`config.mk`:
```
export PLATFORM = sky130hd
export DESIGN_NAME = imem_responder
export DESIGN_NICKNAME = d
export VERILOG_FILES = /design/src/rtl/imem_responder.sv
export SDC_FILE = /design/constraint.sdc
export NUM_CORES = 1
export LEC_CHECK = 0
export CAP_MARGIN = 30
export CELL_PAD_IN_SITES_DETAIL_PLACEMENT = 0
export CELL_PAD_IN_SITES_GLOBAL_PLACEMENT = 1
export CORE_ASPECT_RATIO = 0.6
export CORE_MARGIN = 1.5
export CORE_UTILIZATION = 53
export CTS_CLUSTER_SIZE = 24
export DETAILED_ROUTE_END_ITERATION = 16
export PLACE_DENSITY_LB_ADDON = 0.1
export SETUP_SLACK_MARGIN = 0.15
export SYNTH_ARGS = -nofsm -noshare
export SYNTH_HDL_FRONTEND = slang
export SYNTH_SLANG_ARGS = --single-unit
```
`constraint.sdc`:
```
create_clock -name clk -period 7.3 [get_ports clk]
set_clock_uncertainty 0.15 [all_clocks]
set_input_delay 1.095 -clock clk [delete_from_list [all_inputs] [get_ports clk]]
set_output_delay 1.095 -clock clk [all_outputs]
set_load 0.01 [all_outputs]
```
`src/rtl/imem_responder.sv`:
```
// Instruction-memory responder: direct-mapped one-word-per-line read cache,
// write-through / no-allocate, fronting a req/ack backing-store bus.
//
// Handshakes: a request is taken only in IDLE when en=1; the requester then
// waits for the single-cycle data_valid pulse before presenting another one.
// On the backing side mem_req is held, with mem_addr/mem_we/mem_wdata stable,
// until mem_ack is sampled high while mem_req=1 (mem_ack in the same cycle
// mem_req rises is allowed); mem_req drops on the following cycle.
module imem_responder #(
  parameter int          LINES      = 16,
  parameter logic [31:0] BASE       = 32'h1000_2000,
  parameter int          SIZE_WORDS = 16384
) (
  input  logic        clk,
  input  logic        rst_n,
  input  logic [31:0] addr,
  input  logic [31:0] data_in,
  input  logic        wr,
  input  logic        en,
  input  logic        inv,
  output logic        data_valid,
  output logic [31:0] data_out,
  output logic        err,
  output logic        mem_req,
  output logic        mem_we,
  output logic [31:0] mem_addr,
  output logic [31:0] mem_wdata,
  input  logic        mem_ack,
  input  logic [31:0] mem_rdata,
  output logic [2:0]  dbg_state
);

  localparam int          IDX    = $clog2(LINES);
  localparam int          TW     = 30 - IDX;
  localparam logic [32:0] WIN_LO = {1'b0, BASE};
  localparam logic [32:0] WIN_HI = WIN_LO + 33'(SIZE_WORDS) * 33'd4;
  localparam logic [31:0] NOP    = 32'h7800_0000;

  typedef enum logic [2:0] {
    S_IDLE   = 3'd0,
    S_LOOKUP = 3'd1,
    S_FILL   = 3'd2,
    S_WRITE  = 3'd3,
    S_ERR    = 3'd4
  } state_t;

  state_t            state_q, state_d;
  logic [LINES-1:0]  valid_q, valid_d;
  logic [29:0]       word_q, word_d;
  logic              wr_q, wr_d;
  logic [31:0]       wdata_q, wdata_d;
  logic              dv_q, dv_d;
  logic              err_q, err_d;
  logic [31:0]       dout_q, dout_d;
  logic              req_q, req_d;
  logic              we_q, we_d;
  logic [31:0]       maddr_q, maddr_d;
  logic [31:0]       mwdata_q, mwdata_d;

  // Tag/data storage is deliberately left without reset; valid_q gates it.
  logic [TW-1:0]     tag_q  [LINES];
  logic [31:0]       data_q [LINES];

  logic [IDX-1:0]    idx;
  logic [TW-1:0]     tag;
  logic              hit;
  logic              in_win;
  logic [32:0]       addr_ext;
  logic              fill_we;
  logic              wr_upd;
  logic              ack_ok;

  assign idx      = word_q[IDX-1:0];
  assign tag      = word_q[29:IDX];
  assign hit      = valid_q[idx] && (tag_q[idx] == tag);
  assign addr_ext = {1'b0, addr};
  assign in_win   = (addr_ext >= WIN_LO) && (addr_ext < WIN_HI);
  assign ack_ok   = mem_ack && req_q;

  assign data_valid = dv_q;
  assign data_out   = dout_q;
  assign err        = err_q;
  assign mem_req    = req_q;
  assign mem_we     = we_q;
  assign mem_addr   = maddr_q;
  assign mem_wdata  = mwdata_q;
  assign dbg_state  = state_q;

  always_comb begin
    state_d  = state_q;
    word_d   = word_q;
    wr_d     = wr_q;
    wdata_d  = wdata_q;
    dv_d     = 1'b0;
    err_d    = 1'b0;
    dout_d   = dout_q;
    req_d    = req_q;
    we_d     = we_q;
    maddr_d  = maddr_q;
    mwdata_d = mwdata_q;
    fill_we  = 1'b0;
    wr_upd   = 1'b0;

    case (state_q)
      S_IDLE: begin
        if (en) begin
          word_d  = addr[31:2];
          wr_d    = wr;
          wdata_d = data_in;
          state_d = in_win ? S_LOOKUP : S_ERR;
        end
      end
      S_LOOKUP: begin
        if (wr_q) begin
          req_d    = 1'b1;
          we_d     = 1'b1;
          maddr_d  = {word_q, 2'b00};
          mwdata_d = wdata_q;
          state_d  = S_WRITE;
        end else if (hit) begin
          dv_d    = 1'b1;
          dout_d  = data_q[idx];
          state_d = S_IDLE;
        end else begin
          req_d   = 1'b1;
          we_d    = 1'b0;
          maddr_d = {word_q, 2'b00};
          state_d = S_FILL;
        end
      end
      S_FILL: begin
        if (ack_ok) begin
          fill_we = 1'b1;
          dout_d  = mem_rdata;
          dv_d    = 1'b1;
          req_d   = 1'b0;
          state_d = S_IDLE;
        end
      end
      S_WRITE: begin
        if (ack_ok) begin
          wr_upd  = hit;
          dv_d    = 1'b1;
          req_d   = 1'b0;
          we_d    = 1'b0;
          state_d = S_IDLE;
        end
      end
      S_ERR: begin
        dv_d    = 1'b1;
        err_d   = 1'b1;
        dout_d  = NOP;
        state_d = S_IDLE;
      end
      default: state_d = S_IDLE;
    endcase
  end

  // Invalidate overrides a coincident fill, so the filled line stays invalid.
  always_comb begin
    valid_d = valid_q;
    if (inv) begin
      valid_d = '0;
    end else if (fill_we) begin
      valid_d[idx] = 1'b1;
    end
  end

  always_ff @(posedge clk or negedge rst_n) begin
    if (!rst_n) begin
      state_q  <= S_IDLE;
      valid_q  <= '0;
      word_q   <= '0;
      wr_q     <= 1'b0;
      wdata_q  <= '0;
      dv_q     <= 1'b0;
      err_q    <= 1'b0;
      dout_q   <= '0;
      req_q    <= 1'b0;
      we_q     <= 1'b0;
      maddr_q  <= '0;
      mwdata_q <= '0;
    end else begin
      state_q  <= state_d;
      valid_q  <= valid_d;
      word_q   <= word_d;
      wr_q     <= wr_d;
      wdata_q  <= wdata_d;
      dv_q     <= dv_d;
      err_q    <= err_d;
      dout_q   <= dout_d;
      req_q    <= req_d;
      we_q     <= we_d;
      maddr_q  <= maddr_d;
      mwdata_q <= mwdata_d;
    end
  end

  always_ff @(posedge clk) begin
    if (fill_we) begin
      tag_q[idx]  <= tag;
      data_q[idx] <= mem_rdata;
    end else if (wr_upd) begin
      data_q[idx] <= wdata_q;
    end
  end

endmodule

```
==> flow_summary.json, run 1 <==
{
  "outcome": "finished, final reports clean",
  "fin_area_um2": 50900,
  "synth_ff_type": "edfxtp_1",
  "path_clk_slew_ns": 0.07,
  "ys_warn_count": 0,
  "io_pins": 205,
  "drc": 0,
  "synth_commonest_cells": "edfxtp_1 (928), mux4_2 (239), mux2_2 (214), dfrtp_1 (180), nand2_1 (94)",
  "grt_max_degree": 70,
  "p_int_mw": 10.9,
  "finalNonFillerCells": 3585,
  "grt_pass1_wl_um": 155000,
  "relSlewSlack_pct": 35.5,
  "dieArea_um2": 84500,
  "area.growth.synth_to_final_pct": 16.1,
  "p_seq_share_pct": 51.2,
  "numCtsBuffers": 98,
  "final_nets": 2526,
  "postSynth.asyncResetShare_pct": 16.2,
  "hp-class": "in2async",
  "drtIter0Drc": 2385,
  "diodes": 0,
  "synth.most_common_cell": "edfxtp_1",
  "cts.sinks": 1108,
  "cts_max_level": 3,
  "dp.final_hpwl_um": 62400,
  "first_global_vias": 22675,
  "period_share_pct": 79.3,
  "placed_cell_area_um2": 47600,
  "p_per_area_nw_per_um2": 280,
  "drtAntennaViolNets": 0,
  "slowest_delay_ns": 0.87,
  "cts_resized": 0,
  "initial_core_util_pct": 53.6,
  "worstSetupPathType": "reg2reg",
  "drt-total-wl_um": 105000,
  "netlist_area_um2": 43800,
  "wire_per_inst_um": 29.4,
  "clock_latency_ns": 0.68,
  "die_h_um": 226,
  "gp_congestion": 0.851,
  "synth_area_leaders": "edfxtp_1 (64%), mux4_2 (12%), dfrtp_1 (10%), mux2_2 (5.5%), mux2i_1 (1.4%)",
  "wl_met3_um": 8840,
  "tns_ns": 0,
  "drt-met1-wl_um": 48400,
  "startpoint_type": "flip-flop",
  "peakVddDrop_uv": 180,
  "cts_hold_buffers": 0,
  "required_ns": 7.52,
  "core.rowCount": 81,
  "synth-edff-count": 928,
  "cp_cell_sequence": "buf_4 -> mux2_2 -> o22ai_1 -> a221oi_1 -> xnor2_1 -> nor4_1 -> o21bai_1 -> or4_4 -> or2_4 -> buf_4 -> mux2_2",
  "clkPwrFrac_pct": 36.9,
  "ys_seq_area_share_pct": 73.9,
  "synth_top_area_cell": "edfxtp_1",
  "clockBufferDepth": 3,
  "max_cap_violations": 0,
  "met2_wirelength_um": 46700,
  "core-area_um2": 81700,
  "dpl.cell_count": 3401,
  "endpoint_kind": "flip-flop",
  "first_pass_iters": 5,
  "path_max_fanout": 44,
  "slew_violations": 0,
  "cts-root-buf": "clkbuf_16",
  "r2r.worst_path.cells": 11,
  "vias": 22316,
  "period_needed_ns": 5.79,
  "drive_above_1_share_pct": 29.3,
  "ys_seq_elements": 1108,
  "finalSetupViolations": 0,
  "yosysTopAreaCellShare_pct": 63.6,
  "cts_tree": "yes",
  "pwr-share-comb_pct": 11.9,
  "syn_avg_cell_area_um2": 20.2,
  "crit_slowest_cell": "dfrtp_4",
  "io_buffers": 200,
  "grt_overflow": 0,
  "worst_slew_pin_slew_ns": 0.967,
  "gr-usage-all-layers_pct": 25.5,
  "hold_viol": 0,
  "antenna_found_initial": 1,
  "max_freq_mhz": 173,
  "synth_cell_types": 67,
  "rsz0062_at_grt": "no",
  "synthCells": 2167,
  "vias_per_cell": 6.22,
  "die_w_um": 374,
  "power.total_mw": 14.3,
  "arrival_ns": 6.01,
  "switching_share_pct": 23.7,
  "switching_power_mw": 3.38,
  "routed.top_layer": "met4",
  "p_leak_nw": 17.1,
  "cts_setup_buffers": 0
}
[critical path: cells and delay by family (launching register included)]
kind,cells,cell delay (ns)
multiplexers,2,0.91
XOR/XNOR,1,0.19
AO/OA/AOI/OAI,3,0.48
buffers and inverters,2,1.00
flip-flops,1,0.87
AND/OR/NAND/NOR,3,1.78
[layer usage]
layer	GRT usage [%]	up-vias
li1	-	9296
met1	40.5	11992
met2	37.1	908
met3	5.47	120
met4	4.30	0
met5	0	-
[power by group through the flow]
| stage | clock [mW] | sequential [mW] | combinational (mW) |
|---|---|---|---|
| final | 5.26 | 7.30 | 1.69 |
| after CTS | 5.35 | 7.30 | 1.70 |
| after global placement | 0 | 7.42 | 1.67 |
| after floorplan | 0 | 7.33 | 1.10 |
| after detailed placement | 0 | 7.44 | 1.69 |
| after global routing | 5.58 | 7.33 | 1.80 |
[worst paths after layout]
check | from | to | slack, ns
min reg2reg | valid_q[10] | valid_q[10] | 0.34
max | word_q[3] | data_q[15][15] | 1.51
max in group asynchronous | rst_n | data_out[26] | 5.44
min | rst_n | data_out[0] | 0.24
min in group clk | valid_q[10] | valid_q[10] | 0.34
max reg2reg | word_q[3] | data_q[15][15] | 1.51
[cell families after synthesis]
family / after synthesis / share of synthesized area, %
flip-flops: 1108 / 73.9
multiplexers: 518 / 19.3
AND/OR/NAND/NOR: 259 / 2.75
buffers and inverters: 127 / 1.44
AO/OA/AOI/OAI: 125 / 2.03
XOR/XNOR: 29 / 0.580
other: 1 / 0.00856
[sequential cells by signal, indices dropped and copies added, names as in the netlist]
register and cells:
data_q 512, word_q 30, mem_req 1, data_out 32, dbg_state 3, wdata_q 32, wr_q 1, mem_addr 30
err 1, mem_we 1, valid_q 16, mem_wdata 32, tag_q 416, data_valid 1
[per-stage QoR]
stage / hold WS, ns / util (%) / worst slack [ns]
floorplan: 0.311 / - / 1.13
global placement: 0.321 / 58.2 / 1.67
detailed placement: 0.334 / 58.2 / 1.63
CTS: 0.224 / 62.2 / 1.58
global route: 0.236 / 62.3 / 1.33
finish: 0.245 / 62.3 / 1.51
[area by class of cell]
class,count,area (um^2)
Tap cell,1079,1350
Timing Repair Buffer,271,2670
Clock buffer,121,2620
Fill cell,5612,30800
Inverter,12,46.3
Multi-Input combinational cell,933,11200
Sequential cell,1108,32400
Clock inverter,61,631
[layout by cell type (no fill, tap or decap), types with 6 or more instances in the layout]
master	netlist	layout
nand2_1	94	94
clkbuf_1	51	18
mux4_2	239	239
nor2_4	0	17
a21oi_1	10	10
inv_1	10	10
mux2i_1	61	61
nor2_1	58	41
a22oi_1	9	9
xnor2_1	23	23
clkinv_2	0	17
o21ai_0	20	20
nor2b_1	11	11
buf_12	0	9
bufinv_16	0	12
clkinv_1	0	17
nand3_1	41	40
mux2_2	214	214
clkinvlp_4	0	8
a221oi_1	9	9
xor2_1	6	6
o22ai_1	21	21
edfxtp_1	928	928
clkdlybuf4s50_1	0	199
clkbuf_16	0	101
nor3_1	13	13
nand2b_1	9	9
a211oi_4	0	16
buf_4	14	61
dfrtp_1	180	176
(Power assumes the default switching activity.)
==> inputs of run 2 (changes only) <==
--- a/config.mk
+++ b/config.mk
@@ -10,7 +10,7 @@
 export CELL_PAD_IN_SITES_GLOBAL_PLACEMENT = 1
 export CORE_ASPECT_RATIO = 0.6
 export CORE_MARGIN = 1.5
-export CORE_UTILIZATION = 53
+export CORE_UTILIZATION = 48
 export CTS_CLUSTER_SIZE = 24
 export DETAILED_ROUTE_END_ITERATION = 16
 export PLACE_DENSITY_LB_ADDON = 0.1
==> constraint.sdc (replaced) <==
create_clock -name clk -period 5 [get_ports clk]
set_clock_uncertainty 0.15 [all_clocks]
set_input_delay 0.75 -clock clk [delete_from_list [all_inputs] [get_ports clk]]
set_output_delay 0.75 -clock clk [all_outputs]
set_load 0.01 [all_outputs]
==> run 2 against run 1 <==
Cell count up 6.4%; first-iteration DRC count down 5.7%; critical path depth down 1; flip-flop and latch count unchanged; register-to-register slack worse by 1.3 ns; non-clock buffer count up 83; global-route usage down 0.52 points; power up 49%; sequential share of layout area down 1.7 points; utilization down 4.3 points; maximum frequency up 22%; largest cell class unchanged; largest power group unchanged.
==> flow_summary.json, run 2 (synthesized netlist as in run 1, its figures left out) <==
{
  "gr-usage-all-layers_pct": 25.0,
  "nFillCells": 6699,
  "dp_slack_ns": 0.0916,
  "first_global_vias": 23232,
  "finalSetupViolations": 0,
  "dpl.cell_count": 3619,
  "die_w_um": 393,
  "drc": 0,
  "path_max_fanout": 25,
  "required_ns": 5.22,
  "critical_path.startpoint": "word_q[0]",
  "final_common_cell": "edfxtp_1",
  "finalNonFillerCells": 3814,
  "die_h_um": 237,
  "vias_per_cell": 5.97,
  "grt_overflow": 0,
  "rrSetupSlack_ns": 0.25,
  "p_per_area_nw_per_um2": 406,
  "grt_pass1_wl_um": 165000,
  "period_needed_ns": 4.75,
  "drtAntennaViolNets": 0,
  "relSlewSlack_pct": 36.8,
  "io_pins": 205,
  "core.rowCount": 85,
  "crit_end": "data_q[6][14]",
  "first_pass_iters": 7,
  "r2r.worst_path.cells": 10,
  "wire_per_inst_um": 30.0,
  "cts-root-buf": "clkbuf_16",
  "final_cell_mix": "edfxtp_1 (928), mux4_2 (239), mux2_2 (214)",
  "core-area_um2": 90100,
  "slowest_delay_ns": 0.63,
  "max_freq_mhz": 211,
  "arrival_ns": 4.97,
  "diodes": 0,
  "io_buffers": 200,
  "outcome": "finished, final reports clean",
  "clockBufferDepth": 3,
  "area.growth.synth_to_final_pct": 19.2,
  "cp_cell_sequence": "buf_8 -> mux4_2 -> and3_1 -> a2111oi_2 -> a31oi_1 -> a211o_1 -> or4_4 -> or2_4 -> a211oi_4 -> buf_12",
  "worstSetupPathType": "reg2reg",
  "largest_reg_flops": 512,
  "r2r_end": "data_q[6][14]",
  "rsz0062_at_grt": "yes",
  "drive_above_1_share_pct": 31.8,
  "top_register": "data_q",
  "worst_slew_pin_slew_ns": 0.948,
  "max_cap_violations": 0,
  "drt-total-wl_um": 114000,
  "final_nets": 2612,
  "placed_cell_area_um2": 48800,
  "cts_tree": "yes",
  "grt_max_degree": 75,
  "fin_ws_ns": 0.252,
  "drtIter0Drc": 2250,
  "antenna_found_initial": 5,
  "initial_core_util_pct": 48.6,
  "peakVddDrop_uv": 254,
  "r2r-start": "word_q[0]",
  "crit_slowest_cell": "dfrtp_4",
  "endpoint_kind": "flip-flop",
  "fin_area_um2": 52200,
  "gp_congestion": 0.817,
  "period_share_pct": 95.0,
  "hold_viol": 0,
  "dp.final_hpwl_um": 69600,
  "startpoint_type": "flip-flop",
  "power.total_mw": 21.2,
  "p_leak_nw": 17.7,
  "numCtsBuffers": 101,
  "path_clk_slew_ns": 0.06,
  "hp-class": "reg2reg",
  "vias": 22781,
  "cts_max_level": 3,
  "cts.sinks": 1108,
  "slew_violations": 0,
  "dieArea_um2": 93200,
  "top_regs": "data_q (512), tag_q (416)",
  "clock_latency_ns": 0.70
}
[run 2: cell count changes in the layout (fill, tap and decap cells not counted), sizes merged]
cell and delta:
buf +82, bufinv -2, clkbuf +13, clkinv +4, clkinvlp -5, dlygate4sd3 +1, inv -3
[run 2: worst min-delay path by stage]
stage / cells past startpoint / slack, ns / startpoint / endpoint
after global placement: 2 / 0.32 / valid_q[15] / valid_q[15]
final: 2 / 0.35 / valid_q[10] / valid_q[10]
after CTS: 2 / 0.35 / valid_q[2] / valid_q[2]
after detailed placement: 2 / 0.34 / valid_q[2] / valid_q[2]
after global routing: 2 / 0.37 / valid_q[2] / valid_q[2]
after floorplan: 0 / 0.30 / rst_n / data_out[0]
[run 2: worst max-delay path: cells and delay by family, from the launching register on]
family / cells / cell delay [ns]
AO/OA/AOI/OAI: 4 / 1.25
buffers and inverters: 2 / 0.49
flip-flops: 1 / 0.63
multiplexers: 1 / 0.58
AND/OR/NAND/NOR: 3 / 1.25
[run 2: stage by stage]
step,util [%],hold WS [ns],TNS (ns)
global placement,54.1,0.324,0
global route,58.0,0.367,0
finish,58.0,0.349,0
detailed placement,54.1,0.338,0
floorplan,-,0.304,-68.53
CTS,57.9,0.352,0
[run 2: area by class of cell]
type                            instances  area [um^2]  share of cell area (%)
Timing Repair Buffer                  354         3760                    7.19
Inverter                               12         46.3                  0.0886
Multi-Input combinational cell        933        11200                    21.4
Clock buffer                          134         2800                    5.37
Tap cell                             1218         1520                    2.92
Sequential cell                      1108        32400                    62.0
Clock inverter                         55          546                    1.04
[run 2: metal layers]
metal	track usage, %	up-vias	part of all wire [%]
li1	-	9500	-
met1	40.1	12264	47
met2	34.3	878	42
met3	6.65	133	8.7
met4	4.96	6	1.7
met5	0	-	0.032
[run 2: timing repair]
action                     CTS  global route
hold buffers                 1             0
cloned                       0             0
gates resized for setup      2             3
pin swaps                    0             0
buffers inserted             0             4
hold endpoints to repair    60             0
setup endpoints to repair  844          1008
[run 2: power by group]
group / switching (mW) / internal (mW) / leakage (nW)
Sequential: 0.239 / 10.3 / 10.7
Combinational: 1.44 / 1.37 / 5.42
Clock: 3.39 / 4.46 / 1.64
